$ cat src/rtl/fft_mem_sequencer_if.sv
// Control/address bundle between the FFT memory sequencer and the ping-pong
// data memory / butterfly datapath.
interface fft_mem_sequencer_if #(
  parameter int LOG2N = 4
);
  logic             start;
  logic             busy;
  logic             done;
  logic             select;
  logic             write_enable;
  logic [LOG2N-1:0] addr_1;
  logic [LOG2N-1:0] addr_2;
  logic [LOG2N-1:0] addw_1;
  logic [LOG2N-1:0] addw_2;
  logic             bf_in_valid;
  logic [LOG2N-2:0] tw_idx;
  logic [LOG2N-1:0] stage;

  modport master (
    input  start,
    output busy, done, select, write_enable,
    output addr_1, addr_2, addw_1, addw_2,
    output bf_in_valid, tw_idx, stage
  );

  modport slave (
    output start,
    input  busy, done, select, write_enable,
    input  addr_1, addr_2, addw_1, addw_2,
    input  bf_in_valid, tw_idx, stage
  );
endinterface

$ cat src/rtl/fft_mem_sequencer.sv
// Address/control sequencer for an in-place radix-2 DIF FFT over a two-bank
// ping-pong memory: one butterfly read per cycle, write-back PIPE cycles later.
module fft_mem_sequencer #(
  parameter int LOG2N  = 4,
  parameter int RD_LAT = 1,
  parameter int BF_LAT = 3
) (
  input  logic                clk,
  input  logic                rst,
  fft_mem_sequencer_if.master bus
);
  localparam int N    = 1 << LOG2N;
  localparam int B    = N / 2;
  localparam int PIPE = RD_LAT + BF_LAT;
  localparam int KW   = LOG2N - 1;
  localparam logic [LOG2N-1:0] LAST_STAGE = LOG2N'(LOG2N - 1);
  localparam logic [KW-1:0]    LAST_K     = KW'(B - 1);

  typedef enum logic [1:0] {IDLE, ISSUE, DRAIN} state_e;

  state_e           state_q;
  logic [KW-1:0]    k_q;
  logic [LOG2N-1:0] stage_q;
  logic             sel_q;

  logic             pv_q    [PIPE];
  logic             plast_q [PIPE];
  logic [LOG2N-1:0] pa1_q   [PIPE];
  logic [LOG2N-1:0] pa2_q   [PIPE];
  logic [KW-1:0]    ptw_q   [RD_LAT];

  logic             issue_d, last_d;
  logic [LOG2N-1:0] kx, half, j, g, a1_d, a2_d;
  logic [KW-1:0]    tw_d;
  logic             tail_last;

  // Butterfly k of stage s pairs a1 and a1+half inside group g.
  always_comb begin
    issue_d = (state_q == ISSUE);
    last_d  = (k_q == LAST_K);
    kx      = LOG2N'(k_q);
    half    = LOG2N'(N >> (int'(stage_q) + 1));
    j       = kx & (half - LOG2N'(1));
    g       = kx >> (LOG2N - 1 - int'(stage_q));
    a1_d    = (g << (LOG2N - int'(stage_q))) | j;
    a2_d    = a1_d + half;
    tw_d    = KW'(j << stage_q);
  end

  assign tail_last = pv_q[PIPE-1] & plast_q[PIPE-1];

  always_ff @(posedge clk) begin
    if (rst) begin
      state_q <= IDLE;
      k_q     <= '0;
      stage_q <= '0;
      sel_q   <= 1'b0;
    end else begin
      case (state_q)
        IDLE: begin
          if (bus.start) begin
            sel_q   <= ~sel_q;
            stage_q <= '0;
            k_q     <= '0;
            state_q <= ISSUE;
          end
        end
        ISSUE: begin
          if (k_q == LAST_K) state_q <= DRAIN;
          else               k_q     <= k_q + KW'(1);
        end
        DRAIN: begin
          // Next stage may only begin once its last write-back has landed.
          if (tail_last) begin
            sel_q <= ~sel_q;
            if (stage_q == LAST_STAGE) begin
              state_q <= IDLE;
            end else begin
              stage_q <= stage_q + LOG2N'(1);
              k_q     <= '0;
              state_q <= ISSUE;
            end
          end
        end
        default: state_q <= IDLE;
      endcase
    end
  end

  // Data fields advance only with a valid entry so the tail holds the last write address.
  always_ff @(posedge clk) begin
    if (rst) begin
      for (int i = 0; i < PIPE; i++) begin
        pv_q[i]    <= 1'b0;
        plast_q[i] <= 1'b0;
        pa1_q[i]   <= '0;
        pa2_q[i]   <= '0;
      end
      for (int i = 0; i < RD_LAT; i++) ptw_q[i] <= '0;
    end else begin
      pv_q[0] <= issue_d;
      if (issue_d) begin
        plast_q[0] <= last_d;
        pa1_q[0]   <= a1_d;
        pa2_q[0]   <= a2_d;
        ptw_q[0]   <= tw_d;
      end
      for (int i = 1; i < PIPE; i++) begin
        pv_q[i] <= pv_q[i-1];
        if (pv_q[i-1]) begin
          plast_q[i] <= plast_q[i-1];
          pa1_q[i]   <= pa1_q[i-1];
          pa2_q[i]   <= pa2_q[i-1];
        end
      end
      for (int i = 1; i < RD_LAT; i++) begin
        if (pv_q[i-1]) ptw_q[i] <= ptw_q[i-1];
      end
    end
  end

  assign bus.busy         = (state_q != IDLE);
  assign bus.done         = tail_last & (state_q == DRAIN) & (stage_q == LAST_STAGE);
  assign bus.select       = sel_q;
  assign bus.stage        = stage_q;
  assign bus.addr_1       = issue_d ? a1_d : '0;
  assign bus.addr_2       = issue_d ? a2_d : '0;
  assign bus.write_enable = pv_q[PIPE-1];
  assign bus.addw_1       = pa1_q[PIPE-1];
  assign bus.addw_2       = pa2_q[PIPE-1];
  assign bus.bf_in_valid  = pv_q[RD_LAT-1];
  assign bus.tw_idx       = ptw_q[RD_LAT-1];
endmodule

$ cat src/flat_wrapper.sv
// flat-port wrapper written by rule: the top's interface ports become plain ports
module fft_mem_sequencer_flat 
#(
  parameter int LOG2N  = 4,
  parameter int RD_LAT = 1,
  parameter int BF_LAT = 3
)
  (clk, rst, bus_start, bus_busy, bus_done, bus_select, bus_write_enable, bus_addr_1, bus_addr_2, bus_addw_1, bus_addw_2, bus_bf_in_valid, bus_tw_idx, bus_stage);
  fft_mem_sequencer_if #(.LOG2N(LOG2N)) bus_i ();
  input  logic clk;
  input  logic rst;
  input wire logic [$bits(bus_i.start)-1:0] bus_start;
  output wire logic [$bits(bus_i.busy)-1:0] bus_busy;
  output wire logic [$bits(bus_i.done)-1:0] bus_done;
  output wire logic [$bits(bus_i.select)-1:0] bus_select;
  output wire logic [$bits(bus_i.write_enable)-1:0] bus_write_enable;
  output wire logic [$bits(bus_i.addr_1)-1:0] bus_addr_1;
  output wire logic [$bits(bus_i.addr_2)-1:0] bus_addr_2;
  output wire logic [$bits(bus_i.addw_1)-1:0] bus_addw_1;
  output wire logic [$bits(bus_i.addw_2)-1:0] bus_addw_2;
  output wire logic [$bits(bus_i.bf_in_valid)-1:0] bus_bf_in_valid;
  output wire logic [$bits(bus_i.tw_idx)-1:0] bus_tw_idx;
  output wire logic [$bits(bus_i.stage)-1:0] bus_stage;
  assign bus_i.start = bus_start;
  assign bus_busy = bus_i.busy;
  assign bus_done = bus_i.done;
  assign bus_select = bus_i.select;
  assign bus_write_enable = bus_i.write_enable;
  assign bus_addr_1 = bus_i.addr_1;
  assign bus_addr_2 = bus_i.addr_2;
  assign bus_addw_1 = bus_i.addw_1;
  assign bus_addw_2 = bus_i.addw_2;
  assign bus_bf_in_valid = bus_i.bf_in_valid;
  assign bus_tw_idx = bus_i.tw_idx;
  assign bus_stage = bus_i.stage;
  fft_mem_sequencer #(.LOG2N(LOG2N), .RD_LAT(RD_LAT), .BF_LAT(BF_LAT)) u_core (.clk(clk), .rst(rst), .bus(bus_i));
endmodule
$ cat config.mk
export PLATFORM = sky130hd
export DESIGN_NAME = fft_mem_sequencer_flat
export DESIGN_NICKNAME = d
export VERILOG_FILES = /design/src/rtl/fft_mem_sequencer_if.sv /design/src/rtl/fft_mem_sequencer.sv /design/src/flat_wrapper.sv
export SDC_FILE = /design/constraint.sdc
export NUM_CORES = 1
export LEC_CHECK = 0
export ABC_AREA = 1
export CAP_MARGIN = 40
export CELL_PAD_IN_SITES_DETAIL_PLACEMENT = 1
export CELL_PAD_IN_SITES_GLOBAL_PLACEMENT = 1
export CORE_MARGIN = 3
export CORE_UTILIZATION = 52
export DETAILED_ROUTE_END_ITERATION = 6
export DONT_BUFFER_PORTS = 1
export GPL_TIMING_DRIVEN = 0
export HOLD_SLACK_MARGIN = 0.02
export PLACE_DENSITY = 0.88
export SETUP_SLACK_MARGIN = 0.15
export SLEW_MARGIN = 10
export SYNTH_ARGS = -nofsm -noshare
export SYNTH_HDL_FRONTEND = slang
export SYNTH_SLANG_ARGS = --single-unit
$ cat constraint.sdc
create_clock -name clk -period 6.2 [get_ports clk]
set_input_delay 0.62 -clock clk [delete_from_list [all_inputs] [get_ports clk]]
set_output_delay 0.62 -clock clk [all_outputs]
set_load 0.05 [all_outputs]
Yosys cells after proc, flatten, opt, wreduce, memory -nomap -nowiden

Memory sizes are Yosys's and may differ from the RTL's.
Index checks and enable logic that the tools add are counted.

Latch bits: 0
Input port bits: 3
Bits in registers: 10
ROM bits: 0
Memories kept: 5
RAM bits: 43
Output and inout bits: 28

Magnitude comparators: 0
Reductions and logical operators: 9
Bitwise gates (word level): 22
Equality and inequality tests: 9
Multiply operators: 0
Mux-type cells: 52
Add/sub/neg operators: 7
Shifts and indexed selects: 4
Div/mod/pow operators: 0

Memories:

| memory         | depth | width | read ports | clocked after Yosys merged registers in | wr ports | line                    | source |
|---|---|---|---|---|---|---|---|
| u_core.pa1_q   | 4     | 4     | 4          | 0                                       | 4        | fft_mem_sequencer.sv:28 | `logic [LOG2N-1:0] pa1_q [PIPE];` |
| u_core.pa2_q   | 4     | 4     | 4          | 0                                       | 4        | fft_mem_sequencer.sv:29 | `logic [LOG2N-1:0] pa2_q [PIPE];` |
| u_core.plast_q | 4     | 1     | 4          | 0                                       | 4        | fft_mem_sequencer.sv:27 | `logic plast_q [PIPE];` |
| u_core.pv_q    | 4     | 1     | 4          | 0                                       | 4        | fft_mem_sequencer.sv:26 | `logic pv_q [PIPE];` |
| u_core.ptw_q   | 1     | 3     | 1          | 0                                       | 1        | fft_mem_sequencer.sv:30 | `logic [KW-1:0] ptw_q [RD_LAT];` |

Operator list:

| operator                                                           | count |
|---|---|
| 4-bit two-way mux                                                  | 13 |
| 4-bit by 32-bit left shift with 4-bit output                       | 1 |
| 3-bit by 32-bit >> shifter with 4-bit output                       | 1 |
| 5-bit by 32-bit >> shifter with 4-bit output, first input constant | 1 |
| 1-bit two-way mux                                                  | 27 |
| 1-bit OR                                                           | 16 |
| 3-bit two-way mux                                                  | 5 |
| 3-bit one-hot mux with 3 select lines                              | 1 |
| 2-bit != test, second input constant                               | 4 |
| 4-bit one-hot mux with 2 select lines                              | 1 |
| 2-bit two-way mux                                                  | 3 |
| 2-bit one-hot mux with 3 select lines                              | 1 |
| 3-bit AND reduction                                                | 2 |
| 4-bit by 1-bit adder with 5-bit output, second input constant      | 1 |
| 5-bit AND reduction                                                | 1 |
| 2-bit by 4-bit subtractor with 5-bit output, first input constant  | 1 |
| 3-bit by 4-bit subtractor with 5-bit output, first input constant  | 1 |
| 4-bit by 1-bit adder with 4-bit output, second input constant      | 1 |
| 4-bit adder                                                        | 1 |
| 3-bit by 4-bit AND with 4-bit output                               | 1 |
| 4-bit by 2-bit == test with 1-bit output, second input constant    | 1 |
| 4-bit OR                                                           | 1 |
| 4-bit AND reduction                                                | 1 |
| 2-bit nonzero test                                                 | 2 |
| 13 further kinds                                                   | 15 |

Logic depth before layout (Yosys ltp)

Depth after elaboration: 7
Depth in mapped cells: 16
Depth with buffers taken out: 16

Worst setup path before layout

OpenSTA, ideal clock, no wires.

Kind: register to output
From: register u_core.stage_q[1] (netlist: u_core.bus.stage[1])
To: output port bus_addr_2[3]
Slack: 2327 ps
Stages on the path, launching flop included: 16
Path buffers: 0
Data arrival time: 3253 ps
Cells stage by stage: dfxtp_1 inv_2 ha_1 inv_1 nand2_1 nand2_1 nor2_1 a21oi_1 inv_1 ha_1 nand3_1 nand3_1 nand4_1 nand2_1 nand3_1 a21oi_1

Cells in the longest elaborated chain, start to end: 7
Elaborated cells between the ends (all ways): 11
Classes of those cells: 5 x add/sub; 3 x shift; 1 x mux; 2 x bitwise

RTL lines:

| what                                         | line                     | source |
|---|---|---|
| start, declared                              | fft_mem_sequencer.sv:23  | `logic [LOG2N-1:0] stage_q;` |
| start signal, assigned                       | fft_mem_sequencer.sv:79  | `stage_q <= stage_q + LOG2N'(1);` |
| 4-bit by 1-bit adder with 5-bit output       | fft_mem_sequencer.sv:42  | `half = LOG2N'(N >> (int'(stage_q) + 1));` |
| 5-bit by 32-bit >> shifter with 4-bit output | fft_mem_sequencer.sv:42  |  |
| 4-bit by 1-bit subtractor with 4-bit output  | fft_mem_sequencer.sv:43  | `j = kx & (half - LOG2N'(1));` |
| 3-bit by 4-bit AND with 4-bit output         | fft_mem_sequencer.sv:43  |  |
| 4-bit OR (*)                                 | fft_mem_sequencer.sv:45  | `a1_d = (g << (LOG2N - int'(stage_q))) \| j;` |
| net u_core.a1_d[1]                           | fft_mem_sequencer.sv:33  | `logic [LOG2N-1:0] kx, half, j, g, a1_d, a2_d;` |
| 4-bit adder (*)                              | fft_mem_sequencer.sv:46  | `a2_d = a1_d + half;` |
| 4-bit two-way mux (*)                        | fft_mem_sequencer.sv:127 | `assign bus.addr_2 = issue_d ? a2_d : '0;` |
| end, declared                                | flat_wrapper.sv:18       | `output wire logic [$bits(bus_i.addr_2)-1:0] bus_addr_2;` |

The timed path passes the listed nets; every way through them passes the cells marked *.

Worst setup path after layout

From: register u_core.stage_q[1] (netlist: u_core.bus.stage[1])
To: output port bus_addr_2[1]

Same word-level chain as after synthesis.

==> results.toml <==
[outcome]
status = "finished clean"

[clock_network]
root_buffer = "clkbuf_8"
clk_latency_ns = 0.30
cts_tree = "done"
cts_buffers = 5
post_cts.repair.setup_buffers = 0
cts.path.max_buffers = 2
ctsHoldBuffers = 0
cts_sinks = 53
cts_htree_levels = 2
clkTransAtPathRegs_ns = 0.09
cts_resized = 0

[critical_path]
crit_path_start = "u_core.bus.stage[1]$_SDFFE_PP0P_"
timing.rr.start = "u_core.bus.stage[1]$_SDFFE_PP0P_"
crit_path_max_fanout = 10
crit_buf_inv = 4
critPathLaunchType = "register"
endpoint_kind = "output port"
worstPathArrival_ns = 3.85
cp_top_family = "simple AND/OR/NAND/NOR gates"
r2r_end = "u_core.pa2_q[0][3]$_SDFFCE_PN0P_"
critPathRequiredTime_ns = 5.58
crit_path_max_incr_delay_ns = 0.88
path_cells = "inv_2 > ha_1 > inv_1 > nand2_1 > nand2_1 > nor2_1 > a21oi_1 > inv_1 > ha_1 > inv_1 > fa_1 > nor2_1"
slowest_stage = "dfxtp_1"
path_depth = 12
r2r_cells = 16
worst_path_most_repeated_cell = "inv_1"
rrSetupSlack_ns = 2.94
crit_type = "register to output port"

[floorplan]
die-area_um2 = 5880
fp.coreArea_um2 = 4790
die_h_um = 76.7
num_io_pins = 31
start_util_pct = 54.3
dieWidth_um = 76.7
rows = 25

[route]
dr.first_iter.drc_count = 72
vias = 1765
drcViolationCount = 0
ant_nets = 0
vias_per_cell = 5.01
routed_wl_um = 5170
drt-pass1-iter-count = 4
wl_per_cell_um = 14.7

[synth]
yosysWarnings = 0
syn_area_per_cell_um2 = 9.49
yosys.area_share.xor_xnor_pct = 1.01
synth-compound-area-share_pct = 6.16
yosys.area_share.adder_pct = 4.62
synth_top_family_by_area = "simple AND/OR/NAND/NOR gates"
yosys.cell_types.count = 34
synth_fp_nets = 286
synth_seq_cells = 53
muxShareOfSynthArea_pct = 0
synth-simple-area-share_pct = 22.2
ys_seq_area_share_pct = 55.8
synth_cells = 274
syn_area_um2 = 2600

[worst_hold_path]
hold_start = "u_core.pv_q[1]$_DFF_P_"
hold_end = "u_core.pv_q[2]$_DFF_P_"
hold_class = "register to register"
hold_depth = 2

[cells_and_area]
final_util_pct = 58.4
syn2layout_area_growth_pct = 7.46
finalNetCount = 296
final_common_cell = "nor2_1"
instances_no_fill = 352
final_area_um2 = 2790
drive_above_1_share_pct = 13.3
diodes = 0
layout_common_cells = "nor2_1 (59), inv_1 (49), edfxtp_1 (39), nand2_1 (28)"
multi_input_area_um2 = 885
fillers = 572
seqCellArea_um2 = 1450

[place]
postPlaceCellArea_um2 = 2710
dpl.hpwl_um = 4070
port_buffers = 0
dp.cells = 344
gp_congestion = 0.819

[grt]
grt_max_degree = 17
met2_usage_pct = 33.7
top_usage_layer = "met2"
grt.total_usage_pct = 19.5
antenna_found_initial = 0
grt_pass1_wl_um = 8970
grt.overflow.total = 0
use_met1_pct = 23.5
use_met3_pct = 3.99
grt_pass1_vias = 1883

[power_and_ir_drop]
power.total_w = 0.000730
power_density_nw_per_um2 = 261
vdd_drop_max_uv = 120
p_leak_nw = 1.21

[timing]
slew_headroom_pct = 40.6
fin_skew_ns = 0.00374
max_clock_freq_ghz = 0.224
slew_viol_final = 0
hold_viol = 0
fin_crit_sh_pct = 72.1
finalSetupTns_ns = 0
min_period_ns = 4.47
finalSetupViolCount = 0
rsz0062_at_grt = "false"
tightestPinTransition_ns = 0.888

[job]
max_cap_violations = 0
==> cell type report <==
type / instances / area share [%]
Clock inverter: 2 / 0.537
Sequential cell: 53 / 51.9
Inverter: 58 / 7.88
Multi-Input combinational cell: 156 / 31.7
Timing Repair Buffer: 3 / 0.806
Tap cell: 67 / 3.00
Buffer: 7 / 1.57
Clock buffer: 6 / 2.60
==> worst register-to-register path, cell delays in order, from the launching register on <==
cell	delay [ns]
dfxtp_1	0.88
inv_2	0.25
ha_1	0.28
inv_1	0.06
nand2_1	0.06
nand2_1	0.12
nor2_1	0.07
a21oi_1	0.39
inv_1	0.09
ha_1	0.28
nand3_1	0.10
nand3_1	0.09
nand4_1	0.08
nand2_1	0.09
inv_1	0.04
nand2_1	0.08
a21oi_1	0.07
==> how the worst max path moves through the flow <==
stage / slack [ns] / to
after floorplan: 2.33 / bus_addr_2[3]
after global placement: 1.89 / bus_addr_2[3]
after detailed placement: 2.06 / bus_addr_2[1]
after CTS: 1.72 / bus_addr_2[1]
after global routing: 1.45 / bus_addr_2[1]
final: 1.73 / bus_addr_2[1]
==> synth_stat cells, drive strengths merged <==
library cell,n,area (um^2)
clkinv,3,11.3
o21bai,1,7.51
xor2,3,26.3
o21ai,7,38.8
a22oi,1,12.5
nand3,14,70.1
o211ai,1,7.51
buf,6,40.0
nand2,33,151
nand3b,1,20.0
nor3,2,10.0
clkbuf,1,3.75
edfxtp,39,1170
o22ai,1,6.26
nor2,66,308
fa,1,20.0
o31ai,1,7.51
ha,8,100
a2bb2oi,1,15.0
a21oi,10,50.1
dfxtp,14,280
nand4,3,18.8
inv,55,209
a211oi,2,15.0
==> state kept, by name, indices dropped and copies added (netlist names) <==
name and cells:
u_core.bus.stage 4, u_core.pv_q 4, u_core.ptw_q 3, u_core.plast_q 4, u_core.k_q 3, u_core.bus.select 1, u_core.pa2_q 16, u_core.pa1_q 16
u_core.state_q 2
==> metal layers <==
metal  wire length (um)  part of all wire [%]  vias to the layer above
li1                   -                     -                      886
met1               2120                    41                      825
met2               2700                    52                       45
met3                238                   4.6                        9
met4                112                   2.2                        0
met5                  0                     0                        -
==> power by group <==
part           switching (W)  internal (W)  leakage, nW  total, W
Sequential         0.0000283      0.000402        0.525  0.000430
Clock               0.000111     0.0000797       0.0374  0.000191
Combinational      0.0000798     0.0000289        0.651  0.000109
==> per-stage QoR <==
stage | setup WS (ns) | hold WS, ns
finish | 1.73 | 0.471
global route | 1.45 | 0.493
CTS | 1.72 | 0.475
detailed placement | 2.06 | 0.461
global placement | 1.89 | 0.434
floorplan | 2.33 | 0.425
==> kinds of logic after synthesis <==
family | after synthesis
xor+xnor | 3
buf+inv | 65
compound gates | 25
flops | 53
fa+ha+maj | 9
simple gates | 119
(Power assumes the default switching activity.)
